<file path="src/rtl/spi_slave_rx.sv">
// SPI mode-0 slave receiver: oversamples SCK/MOSI/SS_n on the core clock, assembles MSB-first
// bytes, echoes the previous byte on MISO and reports frame boundaries, counts and truncations.
module spi_slave_rx #(
    parameter int SYNC_STAGES = 2,
    parameter int CNT_W       = 8
) (
    input  logic             clk,
    input  logic             reset,
    input  logic             spi_sck,
    input  logic             spi_mosi,
    input  logic             spi_ss_n,
    output logic             spi_miso,
    output logic             spi_miso_oe,
    output logic [7:0]       spi_shift_reg,
    output logic [2:0]       spi_done,
    output logic             frame_start,
    output logic             frame_end,
    output logic             spi_err,
    output logic [CNT_W-1:0] byte_count
);

    typedef enum logic [0:0] {
        ST_IDLE   = 1'b0,
        ST_ACTIVE = 1'b1
    } state_t;

    localparam logic [CNT_W-1:0] CNT_MAX = {CNT_W{1'b1}};
    localparam logic [CNT_W-1:0] CNT_ONE = {{(CNT_W-1){1'b0}}, 1'b1};

    logic [SYNC_STAGES-1:0] r_sck_sync;
    logic [SYNC_STAGES-1:0] r_mosi_sync;
    logic [SYNC_STAGES-1:0] r_ss_sync;
    logic                   r_sck_hist;
    logic                   r_ss_hist;

    state_t                 r_state;
    state_t                 w_state_nxt;

    logic [2:0]             r_bit_cnt;
    logic [2:0]             w_bit_cnt_nxt;
    logic [7:0]             r_rx;
    logic [7:0]             w_rx_nxt;
    logic [7:0]             r_tx;
    logic [7:0]             r_shift_reg;
    logic                   r_byte_pulse;
    logic [2:0]             r_spi_done;
    logic                   r_miso;
    logic                   r_miso_oe;
    logic                   r_frame_start;
    logic                   r_frame_end;
    logic                   r_spi_err;
    logic [CNT_W-1:0]       r_byte_count;

    logic                   w_sck_s;
    logic                   w_ss_s;
    logic                   w_mosi;
    logic                   w_sck_rise;
    logic                   w_sck_fall;
    logic                   w_ss_fall;
    logic                   w_ss_rise;
    logic                   w_frame_start;
    logic                   w_frame_end;
    logic                   w_spi_err;
    logic                   w_byte_done;

    assign w_sck_s    = r_sck_sync[SYNC_STAGES-1];
    assign w_ss_s     = r_ss_sync[SYNC_STAGES-1];
    assign w_mosi     = r_mosi_sync[SYNC_STAGES-1];
    assign w_sck_rise = w_sck_s & ~r_sck_hist;
    assign w_sck_fall = ~w_sck_s & r_sck_hist;
    assign w_ss_fall  = ~w_ss_s & r_ss_hist;
    assign w_ss_rise  = w_ss_s & ~r_ss_hist;
    assign w_rx_nxt   = {r_rx[6:0], w_mosi};

    // Input synchronisers plus one history flop for edge detection
    always_ff @(posedge clk) begin
        if (reset) begin
            r_sck_sync  <= {SYNC_STAGES{1'b0}};
            r_mosi_sync <= {SYNC_STAGES{1'b0}};
            r_ss_sync   <= {SYNC_STAGES{1'b1}};
            r_sck_hist  <= 1'b0;
            r_ss_hist   <= 1'b1;
        end else begin
            r_sck_sync  <= {r_sck_sync[SYNC_STAGES-2:0], spi_sck};
            r_mosi_sync <= {r_mosi_sync[SYNC_STAGES-2:0], spi_mosi};
            r_ss_sync   <= {r_ss_sync[SYNC_STAGES-2:0], spi_ss_n};
            r_sck_hist  <= w_sck_s;
            r_ss_hist   <= w_ss_s;
        end
    end

    // Frame state register
    always_ff @(posedge clk) begin
        if (reset) begin
            r_state <= ST_IDLE;
        end else begin
            r_state <= w_state_nxt;
        end
    end

    // Next state and per-cycle frame/byte events
    always_comb begin
        w_state_nxt   = r_state;
        w_frame_start = 1'b0;
        w_frame_end   = 1'b0;
        w_spi_err     = 1'b0;
        w_byte_done   = 1'b0;
        w_bit_cnt_nxt = r_bit_cnt;
        case (r_state)
            ST_IDLE: begin
                if (w_ss_fall) begin
                    w_state_nxt   = ST_ACTIVE;
                    w_frame_start = 1'b1;
                end else begin
                    w_state_nxt   = ST_IDLE;
                end
            end
            ST_ACTIVE: begin
                if (w_sck_rise) begin
                    w_bit_cnt_nxt = r_bit_cnt + 3'd1;
                    w_byte_done   = (r_bit_cnt == 3'd7);
                end else begin
                    w_bit_cnt_nxt = r_bit_cnt;
                end
                // A byte finishing on the same cycle as SS_n rising is not a truncation
                if (w_ss_rise) begin
                    w_state_nxt = ST_IDLE;
                    w_frame_end = 1'b1;
                    w_spi_err   = (w_bit_cnt_nxt != 3'd0);
                end else begin
                    w_state_nxt = ST_ACTIVE;
                end
            end
            default: begin
                w_state_nxt = ST_IDLE;
            end
        endcase
    end

    // Receive/transmit datapath and registered outputs
    always_ff @(posedge clk) begin
        if (reset) begin
            r_bit_cnt     <= 3'd0;
            r_rx          <= 8'h00;
            r_tx          <= 8'h00;
            r_shift_reg   <= 8'h00;
            r_byte_pulse  <= 1'b0;
            r_spi_done    <= 3'b000;
            r_miso        <= 1'b0;
            r_miso_oe     <= 1'b0;
            r_frame_start <= 1'b0;
            r_frame_end   <= 1'b0;
            r_spi_err     <= 1'b0;
            r_byte_count  <= {CNT_W{1'b0}};
        end else begin
            r_frame_start <= w_frame_start;
            r_frame_end   <= w_frame_end;
            r_spi_err     <= w_spi_err;
            r_byte_pulse  <= w_byte_done;
            r_spi_done    <= {r_spi_done[1:0], r_byte_pulse};
            // MISO shows tx[7] on each SCK fall and then shifts, so the MSB already on the
            // line at frame start is pre-consumed, while a freshly loaded byte is not.
            if (w_frame_start) begin
                r_bit_cnt    <= 3'd0;
                r_byte_count <= {CNT_W{1'b0}};
                r_tx         <= {r_shift_reg[6:0], 1'b0};
                r_miso       <= r_shift_reg[7];
                r_miso_oe    <= 1'b1;
            end else if (r_state == ST_ACTIVE) begin
                r_bit_cnt <= w_frame_end ? 3'd0 : w_bit_cnt_nxt;
                if (w_sck_rise) begin
                    r_rx <= w_rx_nxt;
                    if (w_byte_done) begin
                        r_shift_reg <= w_rx_nxt;
                        r_tx        <= w_rx_nxt;
                        if (r_byte_count != CNT_MAX) begin
                            r_byte_count <= r_byte_count + CNT_ONE;
                        end
                    end
                end else if (w_sck_fall) begin
                    r_miso <= r_tx[7];
                    r_tx   <= {r_tx[6:0], 1'b0};
                end
                if (w_frame_end) begin
                    r_miso_oe <= 1'b0;
                end
            end
        end
    end

    assign spi_miso      = r_miso;
    assign spi_miso_oe   = r_miso_oe;
    assign spi_shift_reg = r_shift_reg;
    assign spi_done      = r_spi_done;
    assign frame_start   = r_frame_start;
    assign frame_end     = r_frame_end;
    assign spi_err       = r_spi_err;
    assign byte_count    = r_byte_count;

endmodule

</file>
<file path="config.mk">
export PLATFORM = sky130hd
export DESIGN_NAME = spi_slave_rx
export DESIGN_NICKNAME = d
export VERILOG_FILES = /design/src/rtl/spi_slave_rx.sv
export SDC_FILE = /design/constraint.sdc
export NUM_CORES = 1
export LEC_CHECK = 0
export ABC_CLOCK_PERIOD_IN_PS = 3060
export BUFFER_PORTS_ARGS = -buffer_cell sky130_fd_sc_hd__buf_2
export CAP_MARGIN = 40
export CORE_MARGIN = 1
export CORE_UTILIZATION = 27
export CTS_BUF_LIST = sky130_fd_sc_hd__clkbuf_8
export DETAILED_ROUTE_END_ITERATION = 10
export PLACE_DENSITY_LB_ADDON = 0.12
export SYNTH_ARGS = -nofsm -noshare
export SYNTH_HDL_FRONTEND = slang
export SYNTH_SLANG_ARGS = --single-unit
</file>
<file path="constraint.sdc">
create_clock -name clk -period 3.06 [get_ports clk]
set_input_delay 0.306 -clock clk [delete_from_list [all_inputs] [get_ports clk]]
set_output_delay 0.306 -clock clk [all_outputs]
set_load 0.01 [all_outputs]
</file>
==> impl_metrics.py, run 1 <==
metrics = {
    "outcome": {
        "outcome": "finished clean",
    },
    "critical_path": {
        "cp.required_ns": 3.30,
        "criticalPathCategory": "flip-flop to flip-flop",
        "end_kind": "flip-flop",
        "r2r-end": "byte_count[5]$_SDFFE_PP0P_",
        "arrival_ns": 2.19,
        "reg2reg_depth": 6,
        "worstSetupStartpointType": "flip-flop",
        "timing.rr.start": "r_bit_cnt[0]$_SDFFE_PP0P_",
        "critPathMaxFanout": 12,
        "r2r_setup_slack_ns": 1.11,
    },
    "cts": {
        "cts_tree": "done",
        "clkTransAtPathRegs_ns": 0.10,
        "post_cts_resized": 0,
        "clock_path_buffers": 2,
        "cts_root_buf": "clkbuf_8",
        "cts_hold_buffers": 0,
        "cts_buffers": 5,
        "clk_latency_ns": 0.31,
        "cts_setup_buffers": 0,
        "clock-sinks": 52,
        "htreeDepth": 2,
    },
    "placed_design": {
        "place.gp.congestion": 0.729,
        "hpwl_um": 3440,
        "port_buffers": 28,
    },
    "synth": {
        "ys_async_sr_fraction": 0,
        "synth_nets": 250,
        "netlist.top_cell.by_area": "dfxtp_1",
        "synth.avg_cell_area_sq_um": 8.70,
        "syn-instance-count": 240,
        "synth_top_area_frac": 0.499,
        "seq_area_frac_synth": 0.499,
        "synth-main-ff-cell": "dfxtp_1",
        "synth_top_cells_by_area": "dfxtp_1 50%, nand2_1 7.7%, a21oi_1 6.5%",
        "ys_ff_latch": 52,
        "ys_types": 37,
        "ys_warn_count": 0,
        "synth_edf_count": 0,
        "netlist_area_sq_um": 2090,
    },
    "die": {
        "io_pins": 29,
        "coreArea_sq_um": 7370,
        "fp.dieH_um": 89.9,
        "rows": 31,
        "die_area_sq_um": 8090,
        "dieWidth_um": 89.9,
        "initial_core_util": 0.283,
    },
    "drt": {
        "drt-initial-drc-count": 103,
        "detail_route.vias_per_cell": 4.79,
        "drc_errors": 0,
        "antenna_left": 0,
        "wl_per_cell_um": 13.9,
        "first_pass_iters": 5,
        "num_vias": 1757,
        "routed_wl_um": 5100,
    },
    "finish": {
        "syn2layout_area_growth_pct": 17.0,
        "nNetsFinal": 277,
        "antenna_cells": 0,
        "layout-drive-gt1-share": 0.194,
        "mostFrequentLayoutCells": "52 x dfxtp_1, 43 x nand2_1, 28 x buf_2",
        "layout_commonest_cell": "dfxtp_1",
    },
    "pwr": {
        "total_power_w": 0.00123,
        "power.density_nw_per_um2": 505,
        "ir_drop_v": 0.000190,
        "p_leak_nw": 0.929,
    },
    "global_route": {
        "grt_pass1_wl_um": 8580,
        "grtUsageTotal": 0.132,
        "grt-ovfl-total": 0,
        "grt_pass1_vias": 1634,
        "antenna_found_initial": 0,
        "grt_max_degree": 41,
    },
    "hold_path": {
        "whs_path_depth": 2,
        "hold_path_class": "primary input to flip-flop",
        "holdPathEnd": "r_ss_sync[0]$_SDFF_PP1_",
        "hp-start": "spi_ss_n",
    },
    "sta": {
        "max_slew.worst_pin.slew_ns": 0.478,
        "slew_viol_final": 0,
        "relSlewSlack": 0.682,
        "rsz0062_at_grt": "no",
        "max_freq_mhz": 513,
        "setup_viol": 0,
        "setup_tns_ns": 0,
        "finClkSkew_ns": 0.0142,
        "hold_viol_final": 0,
        "fin_crit_sh": 0.637,
        "fin_crit_ns": 1.95,
    },
    "run": {
        "maxCapViolCount": 0,
    },
}
[through the flow]
step                area [sq um]   util  instances  setup WS, ns  hold WS, ns
global placement            2330  0.316        359          1.17        0.392
global route                2440  0.331        367         0.989        0.165
detailed placement          2330  0.316        359          1.14        0.393
CTS                         2440  0.331        367          1.12        0.166
finish                      2440  0.331        367          1.11        0.168
floorplan                   2090      -        240          1.36        0.389
[worst max-delay path by stage]
stage | start | to | slack, ns
2_1_floorplan | r_bit_cnt[0]$_SDFFE_PP0P_ | byte_count[5]$_SDFFE_PP0P_ | 1.36
3_3_place_gp | r_bit_cnt[0]$_SDFFE_PP0P_ | byte_count[5]$_SDFFE_PP0P_ | 1.17
3_5_place_dp | r_bit_cnt[0]$_SDFFE_PP0P_ | byte_count[5]$_SDFFE_PP0P_ | 1.14
4_1_cts | r_bit_cnt[0]$_SDFFE_PP0P_ | byte_count[5]$_SDFFE_PP0P_ | 1.12
5_1_grt | r_bit_cnt[0]$_SDFFE_PP0P_ | byte_count[5]$_SDFFE_PP0P_ | 0.99
6_report | r_bit_cnt[0]$_SDFFE_PP0P_ | byte_count[5]$_SDFFE_PP0P_ | 1.11
[cell usage after synthesis (all sizes together) (5+ instances only)]
master  instances
nor2b           9
clkbuf          7
ha              5
a21oi          28
a22oi           6
nand2          43
nor3            7
nand3          12
nor2           15
buf             6
inv             8
dfxtp          52
o21ai           7
[final cells by class]
cell class	instances	area, sq um
Clock buffer	5	68.8
Inverter	8	30.0
Clock inverter	3	42.5
Sequential cell	52	1040
Tap cell	99	124
Fill cell	816	4930
Multi-Input combinational cell	167	958
Timing Repair Buffer	33	178
[logic make-up (layout without fill, tap and decap cells)]
logic type / Yosys count / after routing / share of synthesized area
AO/OA/AOI/OAI: 53 / 53 / 0.154
buffers and inverters: 21 / 49 / 0.0420
AND/OR/NAND/NOR: 102 / 102 / 0.240
multiplexers: 6 / 6 / 0.0312
adder cells (fa/ha/maj): 5 / 5 / 0.0300
XOR/XNOR: 1 / 1 / 0.00420
flip-flops: 52 / 52 / 0.499
[metal layers]
metal / global-route usage / share of wire / wire, um / vias up
met5: 0 / 0 / 0 / -
met3: 0.0305 / 0.035 / 180 / 4
met2: 0.207 / 0.45 / 2320 / 36
met1: 0.182 / 0.50 / 2560 / 838
li1: - / - / - / 879
met4: 0.0363 / 0.0092 / 47 / 0
[power by group]
part | switching, W | internal [W]
registers | 0.00000626 | 0.000686
logic | 0.0000353 | 0.0000189
clock network | 0.000244 | 0.000243
total | 0.000285 | 0.000947
[worst max-delay path: stages (launching register included)]
cell and delay [ns]:
dfxtp_1 0.39, ha_1 0.17, ha_1 0.19, and3_4 0.31, nand4_4 0.15, or4_4 0.54, a21oi_2 0.13
No activity file was read; power rests on OpenSTA's default activity.
==> inputs of run 2 (changes only) <==
Settings changed: ABC_CLOCK_PERIOD_IN_PS 3060 to 1800.
Clock period 3.06 ns to 1.8 ns, I/O delays scaled along.
==> run 2 against run 1 <==
Sequential power up 69%. Core utilization rose by 2.1 points. Highest routed layer unchanged. Register-to-register slack worse by 1.0 ns. Count of clock-buffer cells in the layout up 1. Via count up 0.74%. Cell count grew 4.9%. Cell area up 6.4%. Worst setup slack got worse by 1.0 ns. Global-route usage decreased by 0.22 points. Combinational power grew 96%. Critical endpoint is now byte_count[3]$_SDFFE_PP0P_. First-iteration DRC count is 49% lower. Wire length is 0.92% lower.
==> impl_metrics.py, run 2 (synthesis gave the netlist of run 1 again) <==
metrics = {
    "outcome": {
        "outcome": "finished clean",
    },
    "global_route": {
        "grt_max_degree": 21,
        "grtUsageTotal": 0.130,
        "grt_pass1_wl_um": 8290,
        "grt-ovfl-total": 0,
        "grt_util_met2": 0.188,
        "antenna_found_initial": 0,
        "met1_usage": 0.187,
        "use_met3": 0.0313,
        "grt_pass1_vias": 1614,
        "busiest_layer": "met2",
    },
    "cts": {
        "cts_buffers": 5,
        "clock-sinks": 52,
        "cts_hold_buffers": 0,
        "clkTransAtPathRegs_ns": 0.10,
        "htreeDepth": 2,
        "cts_root_buf": "clkbuf_8",
        "clock_path_buffers": 2,
        "clk_latency_ns": 0.30,
        "cts_tree": "done",
    },
    "drt": {
        "drc_errors": 0,
        "detail_route.vias_per_cell": 4.60,
        "wl_per_cell_um": 13.1,
        "drt-initial-drc-count": 53,
        "routed_wl_um": 5060,
        "antenna_left": 0,
        "first_pass_iters": 4,
        "num_vias": 1770,
    },
    "placed_design": {
        "placed_cells": 374,
        "place.gp.congestion": 0.781,
        "pre_cts_slack_ns": 0.00807,
        "hpwl_um": 3550,
        "port_buffers": 28,
    },
    "critical_path": {
        "cp.required_ns": 2.04,
        "end_kind": "flip-flop",
        "critPathMaxFanout": 5,
        "criticalPathCategory": "flip-flop to flip-flop",
        "worstSetupStartpointType": "flip-flop",
        "arrival_ns": 1.95,
    },
    "pwr": {
        "total_power_w": 0.00198,
        "pwr-share-comb": 0.053,
        "p_sw_w": 0.000464,
        "ir_drop_v": 0.000297,
        "seqPwrFrac": 0.593,
        "power.density_nw_per_um2": 762,
        "p_int_w": 0.00152,
        "p_leak_nw": 1.02,
        "swShare": 0.234,
        "power_frac_clock": 0.354,
    },
    "hold_path": {
        "hold_path_class": "primary input to flip-flop",
    },
    "finish": {
        "nNetsFinal": 295,
        "antenna_cells": 0,
        "fill_cells": 785,
        "utilization": 0.353,
        "fin_cells": 385,
        "layout_commonest_cell": "dfxtp_1",
        "mostFrequentLayoutCells": "50 x dfxtp_1, 43 x nand2_1, 29 x buf_2",
        "layout-drive-gt1-share": 0.266,
        "syn2layout_area_growth_pct": 24.5,
    },
    "sta": {
        "max_slew.worst_pin.slew_ns": 0.393,
        "max_freq_mhz": 583,
        "fin_crit_ns": 1.71,
        "fin_ws_ns": 0.0858,
        "slew_viol_final": 0,
        "hold_viol_final": 0,
        "relSlewSlack": 0.735,
        "hold-worst-slack_ns": 0.0538,
        "finClkSkew_ns": 0.00782,
        "fin_crit_sh": 0.952,
        "setup_viol": 0,
    },
    "die": {
        "dieWidth_um": 89.9,
        "initial_core_util": 0.283,
        "rows": 31,
        "fp.dieH_um": 89.9,
        "die_area_sq_um": 8090,
        "coreArea_sq_um": 7370,
        "io_pins": 29,
    },
    "run": {
        "maxCapViolCount": 0,
    },
}
-- run 2: cell count changes in the layout (fill, tap and decap cells not counted), sizes merged --
cell,before,now
buf,33,51
bufinv,1,0
clkbuf,5,6
clkinv,1,2
clkinvlp,1,0
-- run 2: final timing paths --
kind,from,end,slack [ns],cells after the start
setup / recovery,r_bit_cnt[0]$_SDFFE_PP0P_,byte_count[3]$_SDFFE_PP0P_,0.09,8
hold / removal,spi_ss_n,r_ss_sync[0]$_SDFF_PP1_,0.05,2
setup reg to reg,r_bit_cnt[0]$_SDFFE_PP0P_,byte_count[3]$_SDFFE_PP0P_,0.09,8
hold reg to reg,r_ss_sync[0]$_SDFF_PP1_,r_ss_sync[1]$_SDFF_PP1_,0.42,1
-- run 2: area by class of cell --
class | instances | area [sq um] | area share
tap | 99 | 124 | 0.0477
multi-input combinational | 167 | 982 | 0.378
inverter | 8 | 30.0 | 0.0116
clock inverter | 2 | 10.0 | 0.00385
clock buffer | 6 | 82.6 | 0.0318
timing repair buffer | 51 | 327 | 0.126
sequential | 52 | 1040 | 0.402
-- run 2: stage by stage --
step                      cell area (sq um)  setup TNS, ns
after floorplan                        2090              0
after global placement                 2440              0
after detailed placement               2440              0
after CTS                              2540              0
after global routing                   2600      -0.000492
final                                  2600              0
-- run 2: per-layer routing --
layer / vias up / part of all wire
li1: 913 / -
met1: 821 / 0.51
met2: 30 / 0.44
met3: 6 / 0.042
met4: 0 / 0.010
met5: - / 0
-- run 2: timing repair --
action | in CTS | in global routing
resized for setup | 1 | 10
endpoints found under the setup margin | 1 | 4
buffers inserted | 0 | 3
pin swaps | 0 | 4
-- run 2: power groups by stage --
| stage | combinational, W | sequential [W] | clock, W |
|---|---|---|---|
| 6_report | 0.000106 | 0.00117 | 0.000701 |
| 5_1_grt | 0.000117 | 0.00118 | 0.000786 |
| 3_3_place_gp | 0.000108 | 0.00120 | 0 |
| 4_1_cts | 0.000107 | 0.00117 | 0.000722 |
| 2_1_floorplan | 0.0000659 | 0.00120 | 0 |
| 3_5_place_dp | 0.000107 | 0.00120 | 0 |
-- run 2: worst max-delay path: stages, from the launching register on --
cell and delay (ns):
dfxtp_2 0.34, ha_2 0.18, ha_4 0.13, buf_4 0.10
and3_4 0.21, nand4_4 0.08, buf_6 0.14, or3_4 0.35
a21oi_2 0.12
==> inputs of run 3 (changes only) <==
Settings changed: ABC_CLOCK_PERIOD_IN_PS 1800 to unset, PLACE_DENSITY_LB_ADDON 0.12 to unset.
==> run 3 against run 2 <==
Core utilization decreased by 0.95 points. Largest cell class unchanged. Largest power group unchanged. Worst hold slack better by 0.0075 ns. Fmax increased by 0.84%. Global-route usage decreased by 0.89 points. Cell count fell by 1.8%. Wire length shrank 6.6%. Critical path type unchanged.
==> impl_metrics.py, run 3 (synthesis gave the netlist of run 1 again) <==
metrics = {
    "hold_path": {
        "whs_path_depth": 2,
        "hold_path_class": "primary input to flip-flop",
    },
    "cts": {
        "cts_buffers": 5,
        "cts_tree": "done",
        "cts_hold_buffers": 0,
        "clock_path_buffers": 2,
        "clock-sinks": 52,
        "htreeDepth": 2,
        "clkTransAtPathRegs_ns": 0.09,
        "clk_latency_ns": 0.30,
        "cts_root_buf": "clkbuf_8",
    },
    "pwr": {
        "power.density_nw_per_um2": 777,
        "p_leak_nw": 0.975,
        "ir_drop_v": 0.000248,
    },
    "finish": {
        "syn2layout_area_growth_pct": 21.2,
        "antenna_cells": 0,
        "fill_cells": 792,
        "multiInputGateArea_sq_um": 970,
        "layout-drive-gt1-share": 0.240,
        "utilization": 0.343,
        "layout_commonest_cell": "dfxtp_1",
        "postLayoutCellArea_sq_um": 2530,
        "mostFrequentLayoutCells": "50 x dfxtp_1, 43 x nand2_1, 28 x buf_2",
        "nNetsFinal": 288,
        "regArea_sq_um": 1040,
    },
    "sta": {
        "fin_ws_ns": 0.100,
        "setup_viol": 0,
        "finClkSkew_ns": 0.00723,
        "relSlewSlack": 0.663,
        "hold_viol_final": 0,
        "max_freq_mhz": 588,
        "fin_crit_sh": 0.944,
        "setup_tns_ns": 0,
        "max_slew.worst_pin.slew_ns": 0.503,
        "slew_viol_final": 0,
        "fin_crit_ns": 1.70,
        "rsz0062_at_grt": "no",
    },
    "die": {
        "initial_core_util": 0.283,
        "coreArea_sq_um": 7370,
        "rows": 31,
        "io_pins": 29,
        "die_area_sq_um": 8090,
        "dieWidth_um": 89.9,
        "fp.dieH_um": 89.9,
    },
    "run": {
        "maxCapViolCount": 0,
    },
    "global_route": {
        "grt_pass1_wl_um": 7940,
        "grt-ovfl-total": 0,
        "grt_pass1_vias": 1675,
        "grt_max_degree": 33,
        "grtUsageTotal": 0.121,
        "antenna_found_initial": 0,
    },
    "drt": {
        "drt-initial-drc-count": 58,
        "antenna_left": 0,
        "drc_errors": 0,
        "detail_route.vias_per_cell": 4.68,
        "routed_wl_um": 4720,
        "num_vias": 1770,
        "first_pass_iters": 4,
        "wl_per_cell_um": 12.5,
    },
    "critical_path": {
        "worstSetupStartpointType": "flip-flop",
        "arrival_ns": 1.95,
        "critPathMaxFanout": 3,
        "cp.required_ns": 2.05,
        "reg2reg_depth": 6,
        "criticalPathCategory": "flip-flop to flip-flop",
        "end_kind": "flip-flop",
    },
    "placed_design": {
        "hpwl_um": 3310,
        "place.gp.congestion": 0.785,
        "post_dp_cell_area_sq_um": 2410,
        "pre_cts_slack_ns": 0.0201,
        "port_buffers": 28,
    },
    "outcome": {
        "outcome": "finished clean",
    },
}
-- run 3: cell type report --
cell class                      instances  area share
Timing Repair Buffer                   44       0.106
Tap cell                               99      0.0490
Clock inverter                          2     0.00445
Sequential cell                        52       0.413
Clock buffer                            6      0.0327
Multi-Input combinational cell        167       0.383
Inverter                                8      0.0119
-- run 3: worst paths after layout --
path	startpoint	end	slack, ns
max	r_bit_cnt[1]$_SDFFE_PP0P_	byte_count[5]$_SDFFE_PP0P_	0.10
min	spi_ss_n	r_ss_sync[0]$_SDFF_PP1_	0.06
max reg2reg	r_bit_cnt[1]$_SDFFE_PP0P_	byte_count[5]$_SDFFE_PP0P_	0.10
min reg2reg	r_ss_sync[0]$_SDFF_PP1_	r_ss_sync[1]$_SDFF_PP1_	0.42
-- run 3: metrics by stage --
stage / cells / power [W] / hold slack, ns
after global placement: 369 / 0.00130 / 0.371
after global routing: 378 / 0.00206 / 0.0529
final: 378 / 0.00196 / 0.0614
after CTS: 377 / 0.00199 / 0.0531
after detailed placement: 369 / 0.00130 / 0.371
after floorplan: 240 / 0.00127 / 0.269
-- run 3: critical path, cell delays in order, from the launching register on --
cell and delay (ns):
dfxtp_2 0.34, ha_1 0.14, ha_2 0.19, and3_4 0.21, nand4_4 0.11, or4_4 0.52, a21oi_2 0.13
-- run 3: power breakdown --
group	switching [W]	leakage, nW	total, W	internal (W)
combinational	0.0000629	0.505	0.000103	0.0000404
clock	0.000379	0.0486	0.000687	0.000308
sequential	0.00000836	0.422	0.00117	0.00117
-- run 3: layer usage --
metal,part of all wire,vias up,track usage
met2,0.47,29,0.206
li1,-,895,-
met1,0.49,839,0.151
met3,0.033,7,0.0271
met4,0.015,0,0.0417
met5,0,-,0
-- run 3: repair_timing --
action | in CTS | in global routing
gates resized for setup | 0 | 7
setup endpoints to repair | 0 | 9
setup buffers | 0 | 1
